--- src/rtl/piso_shift_tx.sv ---
// -----------------------------------------------------------------------------
// piso_shift_tx
//
// Parallel-in / serial-out transmitter. A WIDTH-bit word is accepted over a
// valid/ready handshake into a one-word hold buffer. From there it is moved
// into the shift register and sent out one bit per enabled cycle. Frame
// markers flag the first and last bit of every frame.
//
// The hold buffer can accept the next word while the current frame is still
// shifting. When the last bit of a frame is consumed and a word is waiting,
// the next frame starts on the following cycle. Back-to-back frames therefore
// have no idle bit between them.
//
// Parameters
//   WIDTH      bits per frame (>= 2)
//   MSB_FIRST  1: word bit WIDTH-1 is sent first; 0: word bit 0 is sent first
//
// Ports
//   i_clk          clock; all state updates on the rising edge
//   i_reset        synchronous, active-high reset
//   i_load_valid   i_data_in holds a word to transmit
//   o_load_ready   hold buffer is empty (word accepted when valid is also 1)
//   i_data_in      word to serialise; sampled only in the accept cycle
//   i_shift_en     advance one bit this cycle; ignored while idle
//   o_ser_out      current serial bit
//   o_ser_valid    o_ser_out carries a frame bit
//   o_frame_start  o_ser_out is the first bit of a frame
//   o_frame_last   o_ser_out is the final bit of a frame
//   o_busy         a frame is shifting or a word is waiting in the hold buffer
// -----------------------------------------------------------------------------
module piso_shift_tx #(
    parameter int WIDTH     = 8,
    parameter int MSB_FIRST = 1
) (
    input  logic             i_clk,
    input  logic             i_reset,
    input  logic             i_load_valid,
    output logic             o_load_ready,
    input  logic [WIDTH-1:0] i_data_in,
    input  logic             i_shift_en,
    output logic             o_ser_out,
    output logic             o_ser_valid,
    output logic             o_frame_start,
    output logic             o_frame_last,
    output logic             o_busy
);

    localparam int CNT_W = (WIDTH > 1) ? $clog2(WIDTH) : 1;
    localparam logic [CNT_W-1:0] LAST_CNT = CNT_W'(WIDTH - 1);

    typedef enum logic {
        IDLE  = 1'b0,
        SHIFT = 1'b1
    } state_t;

    // Registered state
    state_t           r_state;
    logic [WIDTH-1:0] r_sreg;
    logic [CNT_W-1:0] r_cnt;
    logic [WIDTH-1:0] r_hold_data;
    logic             r_hold_full;

    // Next-state values
    state_t           w_state_nxt;
    logic [WIDTH-1:0] w_sreg_nxt;
    logic [CNT_W-1:0] w_cnt_nxt;
    logic [WIDTH-1:0] w_hold_data_nxt;
    logic             w_hold_full_nxt;

    logic             w_accept;
    logic             w_last_bit;

    // Move the shift register one place toward the output end, with zero
    // filled in at the far end.
    function automatic logic [WIDTH-1:0] shift_toward_out(
        input logic [WIDTH-1:0] s
    );
        logic [WIDTH-1:0] r;
        if (MSB_FIRST != 0) begin
            r = {s[WIDTH-2:0], 1'b0};
        end else begin
            r = {1'b0, s[WIDTH-1:1]};
        end
        return r;
    endfunction

    // A word is only accepted into an empty hold buffer. Because of this, an
    // accept never coincides with a hold-to-shift transfer: a transfer needs a
    // full buffer.
    assign w_accept   = i_load_valid && !r_hold_full;
    assign w_last_bit = (r_cnt == LAST_CNT);

    // ---- state register ----
    always_ff @(posedge i_clk) begin
        if (i_reset) begin
            r_state     <= IDLE;
            r_sreg      <= '0;
            r_cnt       <= '0;
            r_hold_data <= '0;
            r_hold_full <= 1'b0;
        end else begin
            r_state     <= w_state_nxt;
            r_sreg      <= w_sreg_nxt;
            r_cnt       <= w_cnt_nxt;
            r_hold_data <= w_hold_data_nxt;
            r_hold_full <= w_hold_full_nxt;
        end
    end

    // ---- next-state logic ----
    always_comb begin
        w_state_nxt     = r_state;
        w_sreg_nxt      = r_sreg;
        w_cnt_nxt       = r_cnt;
        w_hold_data_nxt = r_hold_data;
        w_hold_full_nxt = r_hold_full;

        if (w_accept) begin
            w_hold_data_nxt = i_data_in;
            w_hold_full_nxt = 1'b1;
        end

        unique case (r_state)
            IDLE: begin
                if (r_hold_full) begin
                    w_sreg_nxt      = r_hold_data;
                    w_hold_full_nxt = 1'b0;
                    w_cnt_nxt       = '0;
                    w_state_nxt     = SHIFT;
                end
            end

            SHIFT: begin
                if (i_shift_en) begin
                    if (!w_last_bit) begin
                        w_sreg_nxt = shift_toward_out(r_sreg);
                        w_cnt_nxt  = r_cnt + CNT_W'(1);
                    end else if (r_hold_full) begin
                        // Chain straight into the waiting word: no idle bit.
                        w_sreg_nxt      = r_hold_data;
                        w_hold_full_nxt = 1'b0;
                        w_cnt_nxt       = '0;
                    end else begin
                        // The last bit is shifted out as well. This leaves the
                        // register empty, so the serial line rests at 0 while idle.
                        w_sreg_nxt  = shift_toward_out(r_sreg);
                        w_cnt_nxt   = '0;
                        w_state_nxt = IDLE;
                    end
                end
            end

            default: begin
                w_state_nxt = IDLE;
            end
        endcase
    end

    // ---- output decode (registers only) ----
    assign o_load_ready  = !r_hold_full;
    assign o_ser_out     = (MSB_FIRST != 0) ? r_sreg[WIDTH-1] : r_sreg[0];
    assign o_ser_valid   = (r_state == SHIFT);
    assign o_frame_start = o_ser_valid && (r_cnt == '0);
    assign o_frame_last  = o_ser_valid && w_last_bit;
    assign o_busy        = o_ser_valid || r_hold_full;

endmodule
--- config.mk ---
export PLATFORM = sky130hd
export DESIGN_NAME = piso_shift_tx
export DESIGN_NICKNAME = d
export VERILOG_FILES = /design/src/rtl/piso_shift_tx.sv
export SDC_FILE = /design/constraint.sdc
export NUM_CORES = 1
export LEC_CHECK = 0
export ABC_AREA = 1
export CAP_MARGIN = 20
export CORE_AREA = 4 4 48 61
export DETAILED_ROUTE_END_ITERATION = 10
export DIE_AREA = 0 0 52 65
export HOLD_SLACK_MARGIN = 0.1
export MAX_ROUTING_LAYER = met4
export PLACE_DENSITY = 0.67
export SETUP_SLACK_MARGIN = 0.15
export SYNTH_ARGS = -nofsm -noshare
export SYNTH_HDL_FRONTEND = slang
export SYNTH_SLANG_ARGS = --single-unit
--- constraint.sdc ---
create_clock -name i_clk -period 1.6 [get_ports i_clk]
set_input_delay 0.4 -clock i_clk [delete_from_list [all_inputs] [get_ports i_clk]]
set_output_delay 0.4 -clock i_clk [all_outputs]
set_load 0.05 [all_outputs]
==> impl_metrics.py <==
metrics = {
    "outcome": {
        "status": "finished with violations",
        "violations": "setup timing",
    },
    "final_layout": {
        "antenna_cells": 0,
        "final_common_cell": "nand2_1",
        "drive_above_1_share_pct": 22.7,
        "layout_common_cells": "nand2_1 (24), nor2_1 (21), a21oi_1 (18)",
        "fin_cells": 205,
        "final_nets": 189,
        "final_core_util_pct": 62.2,
        "area_delta_synth_final_pct": 44.6,
    },
    "global_routing": {
        "grt_overflow_total": 0,
        "grt_pass1_wl_microns": 3920,
        "grt_antenna_before_repair": 0,
        "grt_max_degree": 19,
        "grt_use_total_pct": 15.7,
        "grt_pass1_vias": 920,
    },
    "clocking": {
        "clk-insertion-delay-late_ns": 0.31,
        "numCtsBuffers": 3,
        "h-tree-depth": 1,
        "path_clk_slew_ns": 0.12,
        "clock-sinks": 21,
        "ctsHoldBuffers": 0,
        "clockBufferDepth": 2,
        "cts_tree": "built",
        "cts-root-buf": "clkbuf_4",
    },
    "yosys": {
        "synth_seq_area_share_pct": 41.1,
        "ys_seq_elements": 21,
        "avgSynthCellArea_sq_um": 7.05,
        "syn_nets": 161,
        "netlist_instances": 145,
        "yosysTopAreaCell": "dfxtp_1",
        "synth_top_cell_area_share_pct": 41.1,
        "syn-cell-area_sq_um": 1020,
        "synth_area_leaders": "dfxtp_1 (41%), nand2_1 (9.5%), a21oi_1 (8.8%)",
        "yosys_warnings": 0,
        "ys_types": 18,
    },
    "drt": {
        "initialDrtViolationCount": 26,
        "drc": 0,
        "vias_per_cell": 4.86,
        "routed_wl_microns": 2310,
        "dr_total_vias": 997,
        "firstDrtPassIters": 4,
        "ant_nets": 0,
        "wl_per_cell_microns": 11.3,
    },
    "power_and_ir_drop": {
        "intPower_mw": 0.801,
        "p_total_mw": 1.15,
        "switching_share_pct": 30.2,
        "p_comb_share_pct": 26.0,
        "clock_power_share_pct": 22.6,
        "ir_worst_vdd_uv": 485,
        "leakage_nw": 0.637,
        "pwr-share-seq_pct": 51.3,
        "power_switching_mw": 0.347,
        "p_per_area_nw_per_um2": 777,
    },
    "floorplanning": {
        "rows": 20,
        "die-area_sq_um": 3380,
        "start_util_pct": 43.0,
        "ios": 18,
        "fp.dieH_microns": 65,
        "fp.dieW_microns": 52,
        "core_area_sq_um": 2380,
    },
    "worst_setup_path": {
        "endpoint_kind": "output port",
        "required_ns": 1.20,
        "worstSetupPathType": "reg -> out",
        "cpMostUsedCell": "ha_4",
        "start_kind": "register",
        "cp_slowest_cell": "dfxtp_2",
        "worstPathMaxFanout": 3,
        "crit_arrival_ns": 1.30,
        "cp_num_buf_inv": 2,
        "cp_slowest_stage_delay_ns": 0.36,
        "worstPathCellList": "ha_4 > ha_4 > nand2_4 > clkinvlp_4 > buf_12",
        "crit_family": "flip-flops",
    },
    "timing": {
        "period_minus_slack_ns": 1.70,
        "slew_headroom_pct": 81.8,
        "holdWs_ns": 0.457,
        "fin_crit_sh_pct": 106,
        "rsz0062_at_grt": "yes",
        "max_freq_ghz": 0.588,
        "worst_pin_slew_ns": 0.272,
        "finalWorstSetupSlack_ns": -0.0997,
        "fin_skew_ns": 0.00645,
        "finalHoldViolations": 0,
        "setup_viol": 2,
        "slew_violations": 0,
    },
    "worst_hold_path": {
        "hold_path_class": "reg -> reg",
    },
    "placement": {
        "pre_cts_ws_ns": 0.0633,
        "place_hpwl_microns": 1550,
        "place.gp.congestion": 0.752,
        "placed_cells": 194,
        "portBuffers": 17,
    },
    "flow_run": {
        "cap_violations": 0,
    },
}
-- per-stage QoR --
| stage | area (sq um) | setup TNS [ns] |
|---|---|---|
| 2_1_floorplan | 1040 | 0 |
| 3_3_place_gp | 1330 | 0 |
| 3_5_place_dp | 1330 | 0 |
| 4_1_cts | 1460 | -0.150 |
| 5_1_grt | 1480 | -0.273 |
| 6_report | 1480 | -0.157 |
-- logic make-up after synthesis --
group                      after synthesis  share of synthesized area, %
AOI/OAI and AO/OA                       29                          14.3
adders and majority gates                4                          4.90
buffers and inverters                   23                          10.0
DFF                                     21                          41.1
and+or+nand+nor                         68                          29.6
-- sequential cells by signal, indices dropped and copies added (netlist names) --
name,count
r_hold_full,1
o_ser_valid,1
r_hold_data,8
r_cnt,3
r_sreg,8
-- power groups by stage --
stage                     Clock, mW  Combinational [mW]  Sequential [mW]
final                         0.260               0.299            0.589
after global routing          0.289               0.330            0.594
after CTS                     0.272               0.301            0.588
after detailed placement          0               0.272            0.608
after global placement            0               0.268            0.606
after floorplan                   0               0.160            0.605
-- metal layers --
layer	global-route usage, %	up-vias	share of wire (%)
met5	-	-	0
li1	-	517	-
met4	8.52	0	2.1
met3	1.61	5	4.2
met1	16.1	454	40
met2	28.1	21	53
-- Yosys cell counts (all sizes together) --
| library cell | n |
|---|---|
| nand2 | 28 |
| nor2 | 22 |
| dfxtp | 21 |
| a21oi | 18 |
| inv | 15 |
| nand3 | 10 |
| o21ai | 10 |
| nand3b | 8 |
| buf | 6 |
| ha | 4 |
| a31oi | 1 |
| clkbuf | 1 |
| clkinv | 1 |
-- layout make-up --
type / instances / area (sq um)
tap: 33 / 41.3
fill: 207 / 900
clock inverter: 1 / 5.00
clock buffer: 3 / 22.5
multi-input combinational: 101 / 568
timing repair buffer: 30 / 344
inverter: 16 / 66.3
sequential: 21 / 430
-- path summary, 6_finish.rpt --
kind	from	to	slack (ns)	cells past startpoint
max	r_cnt[1]	o_frame_last	-0.1	5
max reg2reg	r_cnt[1]	r_sreg[4]	0.31	8
min	r_hold_data[2]	r_hold_data[2]	0.46	2
min reg2reg	r_hold_data[2]	r_hold_data[2]	0.46	2
-- worst reg2reg max path, stage by stage, from the launching register on --
cell	delay, ns
dfxtp_2	0.39
ha_4	0.16
ha_4	0.15
buf_4	0.14
nand2_8	0.09
nand3_1	0.08
nand2_1	0.05
nor2_1	0.10
nor2_1	0.04
-- repair_timing --
action | 4_1_cts | 5_1_grt
setup buffers | 7 | 0
gates resized for setup | 14 | 3
pin swaps | 5 | 0
setup endpoints to repair | 3 | 10
Power figures use the tool's default switching activity.
